==> config.mk <==
export PLATFORM = sky130hd
export DESIGN_NAME = graycode_cfg_ctrl
export DESIGN_NICKNAME = d
export VERILOG_FILES = /design/src/rtl/graycode_cfg_pkg.sv /design/src/rtl/graycode_cfg_sync.sv /design/src/rtl/graycode_cfg_ctrl.sv
export SDC_FILE = /design/constraint.sdc
export NUM_CORES = 1
export LEC_CHECK = 0
export ABC_AREA = 1
export ABC_CLOCK_PERIOD_IN_PS = 3300
export CAP_MARGIN = 30
export CORE_ASPECT_RATIO = 2
export CORE_MARGIN = 2
export CORE_UTILIZATION = 55
export CTS_CLUSTER_SIZE = 28
export DETAILED_ROUTE_END_ITERATION = 7
export PLACE_DENSITY = 0.91
export SLEW_MARGIN = 0
export SYNTH_ARGS = -nofsm -noshare
export SYNTH_HDL_FRONTEND = slang
export SYNTH_HIERARCHICAL = 1
export SYNTH_SLANG_ARGS = --single-unit
==> constraint.sdc <==
create_clock -name clk_i -period 3.3 [get_ports clk_i]
set_clock_uncertainty 0.1 [all_clocks]
set_input_delay 0.495 -clock clk_i [delete_from_list [all_inputs] [get_ports clk_i]]
set_output_delay 0.495 -clock clk_i [all_outputs]
set_load 0.01 [all_outputs]
==> src/rtl/graycode_cfg_pkg.sv <==
// rtl/graycode_cfg_pkg.sv - shared types, addresses and reset values for the SPI config block
package graycode_cfg_pkg;

    typedef enum logic [1:0] {
        ST_IDLE   = 2'd0,
        ST_SHIFT  = 2'd1,
        ST_COMMIT = 2'd2
    } state_e;

    localparam int FRAME_BITS = 12;

    // Bit counter saturates here so frames longer than FRAME_BITS stay distinguishable.
    localparam logic [3:0] CNT_OVF = 4'd13;

    localparam logic [3:0] ADDR_MAX   = 4'd0;
    localparam logic [3:0] ADDR_CTRL  = 4'd1;
    localparam logic [3:0] ADDR_DEB   = 4'd2;
    localparam logic [3:0] ADDR_TXDIV = 4'd3;

    localparam logic [4:0] RST_MAX      = 5'd31;
    localparam logic       RST_WRAP     = 1'b1;
    localparam logic       RST_PWM_EN   = 1'b0;
    localparam logic       RST_TX_EN    = 1'b0;
    localparam logic       RST_DIR_INV  = 1'b0;
    localparam logic [3:0] RST_DEBOUNCE = 4'd2;
    localparam logic [7:0] RST_TX_DIV   = 8'd100;

endpackage

==> src/rtl/graycode_cfg_sync.sv <==
// rtl/graycode_cfg_sync.sv - multi-flop synchronizer with rise/fall detect for one bit
// Ports:
//   clk_i, rst_i : clock, synchronous active-high reset
//   d_i          : asynchronous input
//   q_o          : synchronized level
//   rise_o/fall_o: one-cycle edge pulses from the synchronized level
module graycode_cfg_sync #(
    parameter int   STAGES    = 2,
    parameter logic RESET_VAL = 1'b0
) (
    input  logic clk_i,
    input  logic rst_i,
    input  logic d_i,
    output logic q_o,
    output logic rise_o,
    output logic fall_o
);

    logic [STAGES-1:0] sync_q;
    logic              prev_q;
    // Edges are suppressed until the chain holds only post-reset samples, so an
    // input that sat away from its idle level across reset cannot fake an edge.
    logic [STAGES:0]   prime_q;

    always_ff @(posedge clk_i) begin
        if (rst_i) begin
            sync_q  <= {STAGES{RESET_VAL}};
            prev_q  <= RESET_VAL;
            prime_q <= '0;
        end else begin
            sync_q  <= {sync_q[STAGES-2:0], d_i};
            prev_q  <= sync_q[STAGES-1];
            prime_q <= {prime_q[STAGES-1:0], 1'b1};
        end
    end

    assign q_o    = sync_q[STAGES-1];
    assign rise_o = prime_q[STAGES] &  sync_q[STAGES-1] & ~prev_q;
    assign fall_o = prime_q[STAGES] & ~sync_q[STAGES-1] &  prev_q;

endmodule

==> src/rtl/graycode_cfg_ctrl.sv <==
// rtl/graycode_cfg_ctrl.sv - SPI write-only configuration register block
// Ports:
//   clk_i, rst_i        : clock, synchronous active-high reset
//   cs_i, sck_i, sdi_i  : SPI mode 0 slave inputs (asynchronous), 12-bit frames {addr[3:0], data[7:0]}
//   cfg_*_o             : configuration register outputs
//   cfg_update_o        : pulse in the commit cycle of an accepted write
//   frame_err_o         : pulse in the commit cycle of a rejected frame
//   busy_o              : high while a frame is being shifted or committed
module graycode_cfg_ctrl #(
    parameter int SYNC_STAGES = 2,
    parameter int FRAME_BITS  = graycode_cfg_pkg::FRAME_BITS
) (
    input  logic       clk_i,
    input  logic       rst_i,
    input  logic       cs_i,
    input  logic       sck_i,
    input  logic       sdi_i,
    output logic [4:0] cfg_max_o,
    output logic       cfg_wrap_o,
    output logic       cfg_pwm_en_o,
    output logic       cfg_tx_en_o,
    output logic       cfg_dir_inv_o,
    output logic [3:0] cfg_debounce_o,
    output logic [7:0] cfg_tx_div_o,
    output logic       cfg_update_o,
    output logic       frame_err_o,
    output logic       busy_o
);

    import graycode_cfg_pkg::*;

    logic cs_rise, cs_fall, sck_rise, sdi_s;
    logic cs_lvl_unused, sck_lvl_unused, sck_fall_unused, sdi_rise_unused, sdi_fall_unused;

    graycode_cfg_sync #(.STAGES(SYNC_STAGES), .RESET_VAL(1'b1)) u_sync_cs (
        .clk_i(clk_i), .rst_i(rst_i), .d_i(cs_i),
        .q_o(cs_lvl_unused), .rise_o(cs_rise), .fall_o(cs_fall)
    );
    graycode_cfg_sync #(.STAGES(SYNC_STAGES), .RESET_VAL(1'b0)) u_sync_sck (
        .clk_i(clk_i), .rst_i(rst_i), .d_i(sck_i),
        .q_o(sck_lvl_unused), .rise_o(sck_rise), .fall_o(sck_fall_unused)
    );
    graycode_cfg_sync #(.STAGES(SYNC_STAGES), .RESET_VAL(1'b0)) u_sync_sdi (
        .clk_i(clk_i), .rst_i(rst_i), .d_i(sdi_i),
        .q_o(sdi_s), .rise_o(sdi_rise_unused), .fall_o(sdi_fall_unused)
    );

    state_e      state_q, state_d;
    logic [3:0]  cnt_q, cnt_d;
    logic [11:0] shift_q, shift_d;

    logic [3:0]  addr;
    logic [7:0]  data;
    assign addr = shift_q[11:8];
    assign data = shift_q[7:0];

    always_ff @(posedge clk_i) begin
        if (rst_i) begin
            state_q        <= ST_IDLE;
            cnt_q          <= '0;
            shift_q        <= '0;
            cfg_max_o      <= RST_MAX;
            cfg_wrap_o     <= RST_WRAP;
            cfg_pwm_en_o   <= RST_PWM_EN;
            cfg_tx_en_o    <= RST_TX_EN;
            cfg_dir_inv_o  <= RST_DIR_INV;
            cfg_debounce_o <= RST_DEBOUNCE;
            cfg_tx_div_o   <= RST_TX_DIV;
        end else begin
            state_q <= state_d;
            cnt_q   <= cnt_d;
            shift_q <= shift_d;
            if (cfg_update_o) begin
                case (addr)
                    ADDR_MAX:   cfg_max_o <= (data[4:0] == 5'd0) ? 5'd1 : data[4:0];
                    ADDR_CTRL: begin
                        cfg_wrap_o    <= data[0];
                        cfg_pwm_en_o  <= data[1];
                        cfg_tx_en_o   <= data[2];
                        cfg_dir_inv_o <= data[3];
                    end
                    ADDR_DEB:   cfg_debounce_o <= data[3:0];
                    ADDR_TXDIV: cfg_tx_div_o   <= (data == 8'd0) ? 8'd1 : data;
                    default: ;
                endcase
            end
        end
    end

    always_comb begin
        state_d = state_q;
        cnt_d   = cnt_q;
        shift_d = shift_q;
        case (state_q)
            ST_IDLE: begin
                if (cs_fall) begin
                    state_d = ST_SHIFT;
                    cnt_d   = '0;
                    shift_d = '0;
                end
            end
            ST_SHIFT: begin
                // A cs rise ends the frame even if an sck edge lands in the same cycle.
                if (cs_rise) begin
                    state_d = ST_COMMIT;
                end else if (sck_rise) begin
                    shift_d = {shift_q[10:0], sdi_s};
                    if (cnt_q != CNT_OVF) begin
                        cnt_d = cnt_q + 4'd1;
                    end
                end
            end
            ST_COMMIT: state_d = ST_IDLE;
            default:   state_d = ST_IDLE;
        endcase
    end

    always_comb begin
        cfg_update_o = 1'b0;
        frame_err_o  = 1'b0;
        busy_o       = (state_q != ST_IDLE);
        if (state_q == ST_COMMIT) begin
            cfg_update_o = (cnt_q == 4'(FRAME_BITS)) && (addr <= ADDR_TXDIV);
            // An empty frame (cs toggled with no sck) is silently dropped.
            frame_err_o  = (cnt_q != 4'd0) && !cfg_update_o;
        end
    end

endmodule
==> results of run 1 <==
-- worst min-delay path: stages, from the launching register on --
cell and delay (ns):
dfxtp_1 0.30, inv_1 0.04, nor2_1 0.03
-- report_power, final --
| part | switching, mW | leakage [nW] | internal, mW |
|---|---|---|---|
| clock | 0.194 | 0.0540 | 0.221 |
| sequential | 0.00581 | 0.431 | 0.649 |
| combinational | 0.0222 | 0.756 | 0.0137 |
| total | 0.222 | 1.24 | 0.883 |
-- layout make-up --
type,instances,area share (%)
Tap cell,51,2.48
Clock buffer,5,2.67
Clock inverter,2,1.36
Timing Repair Buffer,30,11.5
Sequential cell,53,41.2
Inverter,42,6.12
Multi-Input combinational cell,197,34.8
-- state kept, by name (all words and copies together) (netlist names), 3 cells and up --
signal,cells
cfg_tx_div_o,8
u_sync_sck/prime_q,3
u_sync_cs/prime_q,3
cnt_q,4
cfg_max_o,5
cfg_debounce_o,4
shift_q,12
-- stage by stage --
| step | worst slack [ns] | instance area (sq um) |
|---|---|---|
| 2_1_floorplan | 1.60 | 2150 |
| 3_3_place_gp | 1.03 | 2470 |
| 3_5_place_dp | 0.961 | 2470 |
| 4_1_cts | 0.585 | 2580 |
| 5_1_grt | 0.436 | 2580 |
| 6_report | 0.582 | 2580 |
-- routing by layer --
metal | global-route usage, % | part of all wire [%] | routed length [um] | up-vias
li1 | - | - | - | 980
met1 | 24.1 | 38 | 1610 | 850
met2 | 37.1 | 54 | 2310 | 60
met3 | 2.92 | 3.9 | 165 | 16
met4 | 12.4 | 4.1 | 173 | 0
met5 | 0 | 0 | 0 | -
-- worst max-delay path by stage --
stage / cells after the start / start / end / slack [ns]
after global placement: 5 / cnt_q[0] / cfg_update_o / 1.03
after detailed placement: 5 / cnt_q[0] / cfg_update_o / 0.96
final: 5 / cnt_q[0] / cfg_update_o / 0.58
after CTS: 6 / cnt_q[0] / frame_err_o / 0.59
after global routing: 5 / cnt_q[0] / cfg_update_o / 0.44
after floorplan: 5 / cnt_q[0] / frame_err_o / 1.60
==> impl_metrics.ini, run 1 <==
[outcome]
outcome = completed

[timing]
fin_tns_setup_ns = 0
rsz0062_at_grt = false
fin_crit_ns = 2.72
max_freq_mhz = 368
drv_slew = 0
final.period_utilization_pct = 82.4
hold_slack_ns = 0.311
worstMarginPinSlew_ns = 0.816
setup_viol = 0
slew_headroom_pct = 45.5
hold_viol_final = 0

[power]
power_density_nw_per_um2 = 429
report.power.total_mw = 1.11
leakage_nw = 1.24
irDropWorstVdd_mv = 0.439

[floorplanning]
die_w_um = 48.2
start_util_pct = 56.6
core_area_sq_um = 3800
num_rows = 32
die_area_sq_um = 4460
die_h_um = 92.5
ios = 29

[setup_path]
start_kind = flip-flop
cp_top_family = buffers and inverters
reg2reg_to = cfg_pwm_en_o
worst-setup-path-type = reg2out
timing.rr.start = cnt_q[0]
slowest_delay_ns = 0.62
worstPathRequired_ns = 2.70
path_max_fanout = 10
crit_slowest_cell = clkdlybuf4s50_1
end_kind = output pin
cp_cell_sequence = inv_1 > ha_1 > nand3_1 > nor3_4 > clkdlybuf4s50_1
r2r_slack_ns = 1.54
reg2reg_depth = 8
arrival_ns = 2.12
cp_num_buf_inv = 2

[drt]
ant_nets = 0
wl_per_cell_um = 11.2
wl_um = 4250
avgViaCountPerCell = 5.02
post-route-drc-count = 0
dr_total_vias = 1906
drt_iter0_drc = 43
dr.pass1.iters = 5

[yosys]
yosys_warnings = 6
syn_nets = 307
syn_avg_cell_area_sq_um = 7.20
netlist_area_sq_um = 2150
syn_inst = 299

[global_routing]
antenna_found_initial = 0
grt_pass1_wl_um = 7260
grt_overflow = 0
grt_pass1_vias = 1746
grt_usage_pct = 22.0
grt_max_degree = 32

[place]
gp_congestion = 0.841
dp_cells = 373
io_buffers = 28
hpwl_um = 3100

[worst_hold_path]
hold_class = reg2reg
hp-start = u_sync_sck/prime_q[0]
whs_endpoint = u_sync_sck/prime_q[1]
whs_path_depth = 2

[final_layout]
area_delta_synth_final_pct = 19.8
ff_latch_area_sq_um = 1060
multi_input_area_sq_um = 896
final_cell_mix = nor2_1 (66), nand2_1 (59), dfxtp_1 (53)
fin_util_pct = 67.8
final_cells = 380
drive_gt1_share_pct = 5.78
layout.nets = 337
final_common_cell = nor2_1
fill_cells = 319
n_antenna_cell = 0

[job]
max_cap_violations = 0

[clock_network]
cts_tree = built
cts_resized = 0
clock_latency_ns = 0.30
clk_pin_slew_ns = 0.08
clockRootBuffer = clkbuf_8
cts_htree_levels = 2
post-cts-setup-buffers = 0
clk_path_buf_depth = 2
hold_buffers = 0
cts_buffers = 5
clock-sinks = 53
No activity file was read; power rests on OpenSTA's default activity.
==> inputs of run 2 (changes only) <==
- ABC_CLOCK_PERIOD_IN_PS: 3300 -> 2400
- CORE_UTILIZATION: 55 -> 49
- PLACE_DENSITY: 0.91 -> 0.87
- clock period: 3.3 -> 2.4 ns (I/O delays scaled with it)
==> impl_metrics.ini, run 2 (synthesis gave the netlist of run 1 again) <==
[power]
seq_power_share_pct = 61.4
switching_power_mw = 0.343
power_density_nw_per_um2 = 568
irDropWorstVdd_mv = 0.405
leakage_nw = 1.26
internal-power_mw = 1.12
p_clk_share_pct = 35.3
switching_share_pct = 23.4
combPwrFrac_pct = 3.3

[final_layout]
area_delta_synth_final_pct = 19.9
drive_gt1_share_pct = 6.34
fin_area_sq_um = 2580
largest_reg_flops = 12
final_cell_mix = nor2_1 (66), nand2_1 (59), dfxtp_1 (53)
layout.nets = 338
final_common_cell = nor2_1
regMostFlops = shift_q
top_regs = shift_q (12), cfg_tx_div_o (8), cfg_max_o (5)
n_antenna_cell = 0

[timing]
final.period_utilization_pct = 92.4
setup_viol = 0
drv_slew = 0
fin_crit_ns = 2.22
fin_tns_setup_ns = 0
hold_viol_final = 0
rsz0062_at_grt = false
slew_headroom_pct = 71.4
worstMarginPinSlew_ns = 0.427
max_freq_mhz = 451

[floorplanning]
start_util_pct = 50.1
die_w_um = 50.9
num_rows = 34
core_area_sq_um = 4300
die_area_sq_um = 4970
die_h_um = 97.7
ios = 29

[global_routing]
grt_max_degree = 36
grt_usage_pct = 18.6
grt_pass1_vias = 1784
grt_overflow = 0
antenna_found_initial = 0
grt_pass1_wl_um = 7170

[setup_path]
start_kind = flip-flop
arrival_ns = 1.76
worstPathRequired_ns = 1.94
end_kind = output pin
path_max_fanout = 5
worst-setup-path-type = reg2out

[outcome]
outcome = completed

[place]
hpwl_um = 2950
place_area_sq_um = 2480
io_buffers = 28
gp_congestion = 0.868

[job]
max_cap_violations = 0

[clock_network]
hold_buffers = 0
clockRootBuffer = clkbuf_8
clk_pin_slew_ns = 0.09
clock-sinks = 53
cts_buffers = 5
post-cts-setup-buffers = 0
clock_latency_ns = 0.31
cts_htree_levels = 2
clk_path_buf_depth = 2
cts_tree = built

[drt]
post-route-drc-count = 0
dr_total_vias = 1938
ant_nets = 0
wl_per_cell_um = 10.6
avgViaCountPerCell = 5.03
wl_um = 4100
drt_iter0_drc = 51
dr.pass1.iters = 4

[worst_hold_path]
hold_class = reg2reg
run 2: path summary, 6_finish.rpt:
check | depth (start not counted) | slack [ns] | from | to
min reg2reg | 2 | 0.31 | u_sync_cs/prime_q[1] | u_sync_cs/prime_q[2]
min | 2 | 0.31 | u_sync_cs/prime_q[1] | u_sync_cs/prime_q[2]
max reg2reg | 7 | 0.69 | state_q[0] | shift_q[6]
max | 6 | 0.18 | cnt_q[0] | frame_err_o
run 2: layer usage:
layer	up-vias	track usage, %	routed length, um
met1	881	17.3	1600
met5	-	0	0
li1	987	-	-
met2	54	34.9	2160
met4	0	11.4	172
met3	16	3.54	169
run 2: final cells by class:
| class | count | area [sq um] |
|---|---|---|
| clock buffer | 5 | 68.8 |
| clock inverter | 3 | 26.3 |
| fill | 411 | 1720 |
| sequential | 53 | 1060 |
| tap | 54 | 67.6 |
| multi-input combinational | 197 | 896 |
| inverter | 42 | 158 |
| timing repair buffer | 31 | 304 |
run 2: power groups by stage:
| stage | clock, mW | combinational, mW | sequential, mW |
|---|---|---|---|
| 2_1_floorplan | 0 | 0.0310 | 0.919 |
| 3_3_place_gp | 0 | 0.0487 | 0.920 |
| 3_5_place_dp | 0 | 0.0493 | 0.921 |
| 4_1_cts | 0.533 | 0.0496 | 0.901 |
| 5_1_grt | 0.563 | 0.0565 | 0.903 |
| 6_report | 0.517 | 0.0489 | 0.901 |
run 2: repair_timing:
action,in CTS,in global routing
endpoints found under the setup margin,1,1
gates resized for setup,1,1
cloned,0,0
run 2: metrics by stage:
step | utilization [%] | worst slack [ns] | std cells | power (mW) | hold WS [ns]
floorplan | - | 0.833 | 299 | 0.950 | 0.283
global placement | 57.8 | 0.269 | 377 | 0.969 | 0.292
detailed placement | 57.8 | 0.219 | 377 | 0.970 | 0.294
CTS | 60.0 | 0.0745 | 385 | 1.48 | 0.312
global route | 60.1 | 0.0587 | 385 | 1.52 | 0.321
finish | 60.1 | 0.182 | 385 | 1.47 | 0.307
run 2: critical path, cell delays in order (launching register included):
cell,delay [ns]
dfxtp_1,0.41
inv_1,0.08
ha_1,0.22
nand3_1,0.15
nor2_1,0.08
nor3_1,0.19
dlygate4sd2_1,0.31
==> inputs of run 3 (changes only) <==
- CORE_UTILIZATION: 49 -> 40
- PLACE_DENSITY: 0.87 -> 0.75
- RECOVER_POWER: unset -> 50
==> impl_metrics.ini, run 3 (synthesis gave the netlist of run 1 again) <==
[floorplanning]
core_area_sq_um = 5180
die_h_um = 108
ios = 29
die_area_sq_um = 6020
num_rows = 37
start_util_pct = 41.5
die_w_um = 55.9

[power]
internal-power_mw = 1.21
irDropWorstVdd_mv = 0.459
combPwrFrac_pct = 3.1
seq_power_share_pct = 59.1
p_clk_share_pct = 37.8
leakage_nw = 1.26
switching_share_pct = 20.3
switching_power_mw = 0.310
power_density_nw_per_um2 = 589

[timing]
rsz0062_at_grt = false
final.period_utilization_pct = 90.2
hold_viol_final = 0
hold_slack_ns = 0.307
setup_viol = 0
fin_tns_setup_ns = 0
slew_headroom_pct = 54.5
worstMarginPinSlew_ns = 0.683
max_freq_mhz = 462
fin_crit_ns = 2.16
drv_slew = 0

[clock_network]
clk_pin_slew_ns = 0.08
hold_buffers = 0
clock_latency_ns = 0.31
clockRootBuffer = clkbuf_8
clk_path_buf_depth = 2
cts_buffers = 5
cts_tree = built
cts_htree_levels = 2
clock-sinks = 53

[job]
max_cap_violations = 0

[final_layout]
n_antenna_cell = 0
final_common_cell = nor2_1
drive_gt1_share_pct = 5.15
area_delta_synth_final_pct = 20.2
layout.nets = 338
largest_reg_flops = 12
top_regs = shift_q (12), cfg_tx_div_o (8), cfg_max_o (5)
final_cell_mix = nor2_1 (68), nand2_1 (59), dfxtp_1 (53)
fin_area_sq_um = 2590
regMostFlops = shift_q
fin_util_pct = 49.9

[drt]
wl_per_cell_um = 10.9
wl_um = 4220
avgViaCountPerCell = 4.86
post-route-drc-count = 0
dr.pass1.iters = 4
ant_nets = 0
drt_iter0_drc = 26
dr_total_vias = 1887

[worst_hold_path]
hold_class = reg2reg

[global_routing]
grt_overflow = 0
antenna_found_initial = 0
grt_pass1_wl_um = 7350
grt_max_degree = 36
grt_pass1_vias = 1746
grt_usage_pct = 15.6

[setup_path]
path_max_fanout = 5
worstPathRequired_ns = 1.94
arrival_ns = 1.70
worst-setup-path-type = reg2out
start_kind = flip-flop
end_kind = output pin

[place]
place_area_sq_um = 2490
hpwl_um = 3110
gp_congestion = 0.840
io_buffers = 28

[outcome]
outcome = completed
-- run 3: cell types whose count changed in the layout (fill, tap and decap cells not counted), sizes merged --
cell           before  now
clkdlybuf4s50      26    7
dlygate4sd3         0   19
clkinvlp            2    0
buf                 3    2
bufinv              0    1
clkbuf              5    6
clkinv              0    1
inv                43   42
-- run 3: layout make-up --
type / instances / area (sq um)
clock buffers: 5 / 68.8
clock inverters: 2 / 35.0
fillers: 531 / 2600
inverters: 42 / 158
multi-input cells: 197 / 891
flip-flops and latches: 53 / 1060
well taps: 58 / 72.6
repair buffers: 31 / 300
-- run 3: what timing repair did --
| item | CTS | global route |
|---|---|---|
| setup buffers | 0 | 0 |
| endpoints found under the setup margin | 1 | 1 |
| resized for setup | 1 | 1 |
-- run 3: critical path, stage by stage (launching register included) --
cell	delay [ns]
dfxtp_1	0.41
inv_1	0.08
ha_1	0.21
nand3_1	0.15
nor2_1	0.08
nor3_1	0.17
dlygate4sd2_1	0.30
-- run 3: worst paths after layout --
path / cells past startpoint / endpoint / slack (ns) / from
setup / recovery: 6 / frame_err_o / 0.24 / cnt_q[0]
hold / removal: 2 / u_sync_sck/sync_q[1] / 0.31 / u_sync_sck/sync_q[0]
setup reg to reg: 6 / cfg_max_o[0] / 0.65 / shift_q[10]
hold reg to reg: 2 / u_sync_sck/sync_q[1] / 0.31 / u_sync_sck/sync_q[0]
-- run 3: per-stage QoR --
step	setup WS (ns)	cells	total power, mW
finish	0.235	388	1.52
global route	0.0726	388	1.59
CTS	0.0528	388	1.55
detailed placement	0.281	381	0.971
global placement	0.281	381	0.970
floorplan	0.833	299	0.950
-- run 3: power by group through the flow --
stage                     clock network (mW)  registers [mW]  logic [mW]
after floorplan                            0           0.919      0.0310
after global placement                     0           0.920      0.0492
after detailed placement                   0           0.921      0.0501
after CTS                              0.599           0.900      0.0504
after global routing                   0.628           0.902      0.0556
final                                  0.575           0.900      0.0480
-- run 3: layer usage --
| layer | routed length, um | GRT usage [%] | up-vias |
|---|---|---|---|
| li1 | - | - | 982 |
| met3 | 135 | 2.88 | 13 |
| met4 | 181 | 11.4 | 0 |
| met2 | 2260 | 28.0 | 36 |
| met5 | 0 | 0 | - |
| met1 | 1640 | 15.7 | 856 |
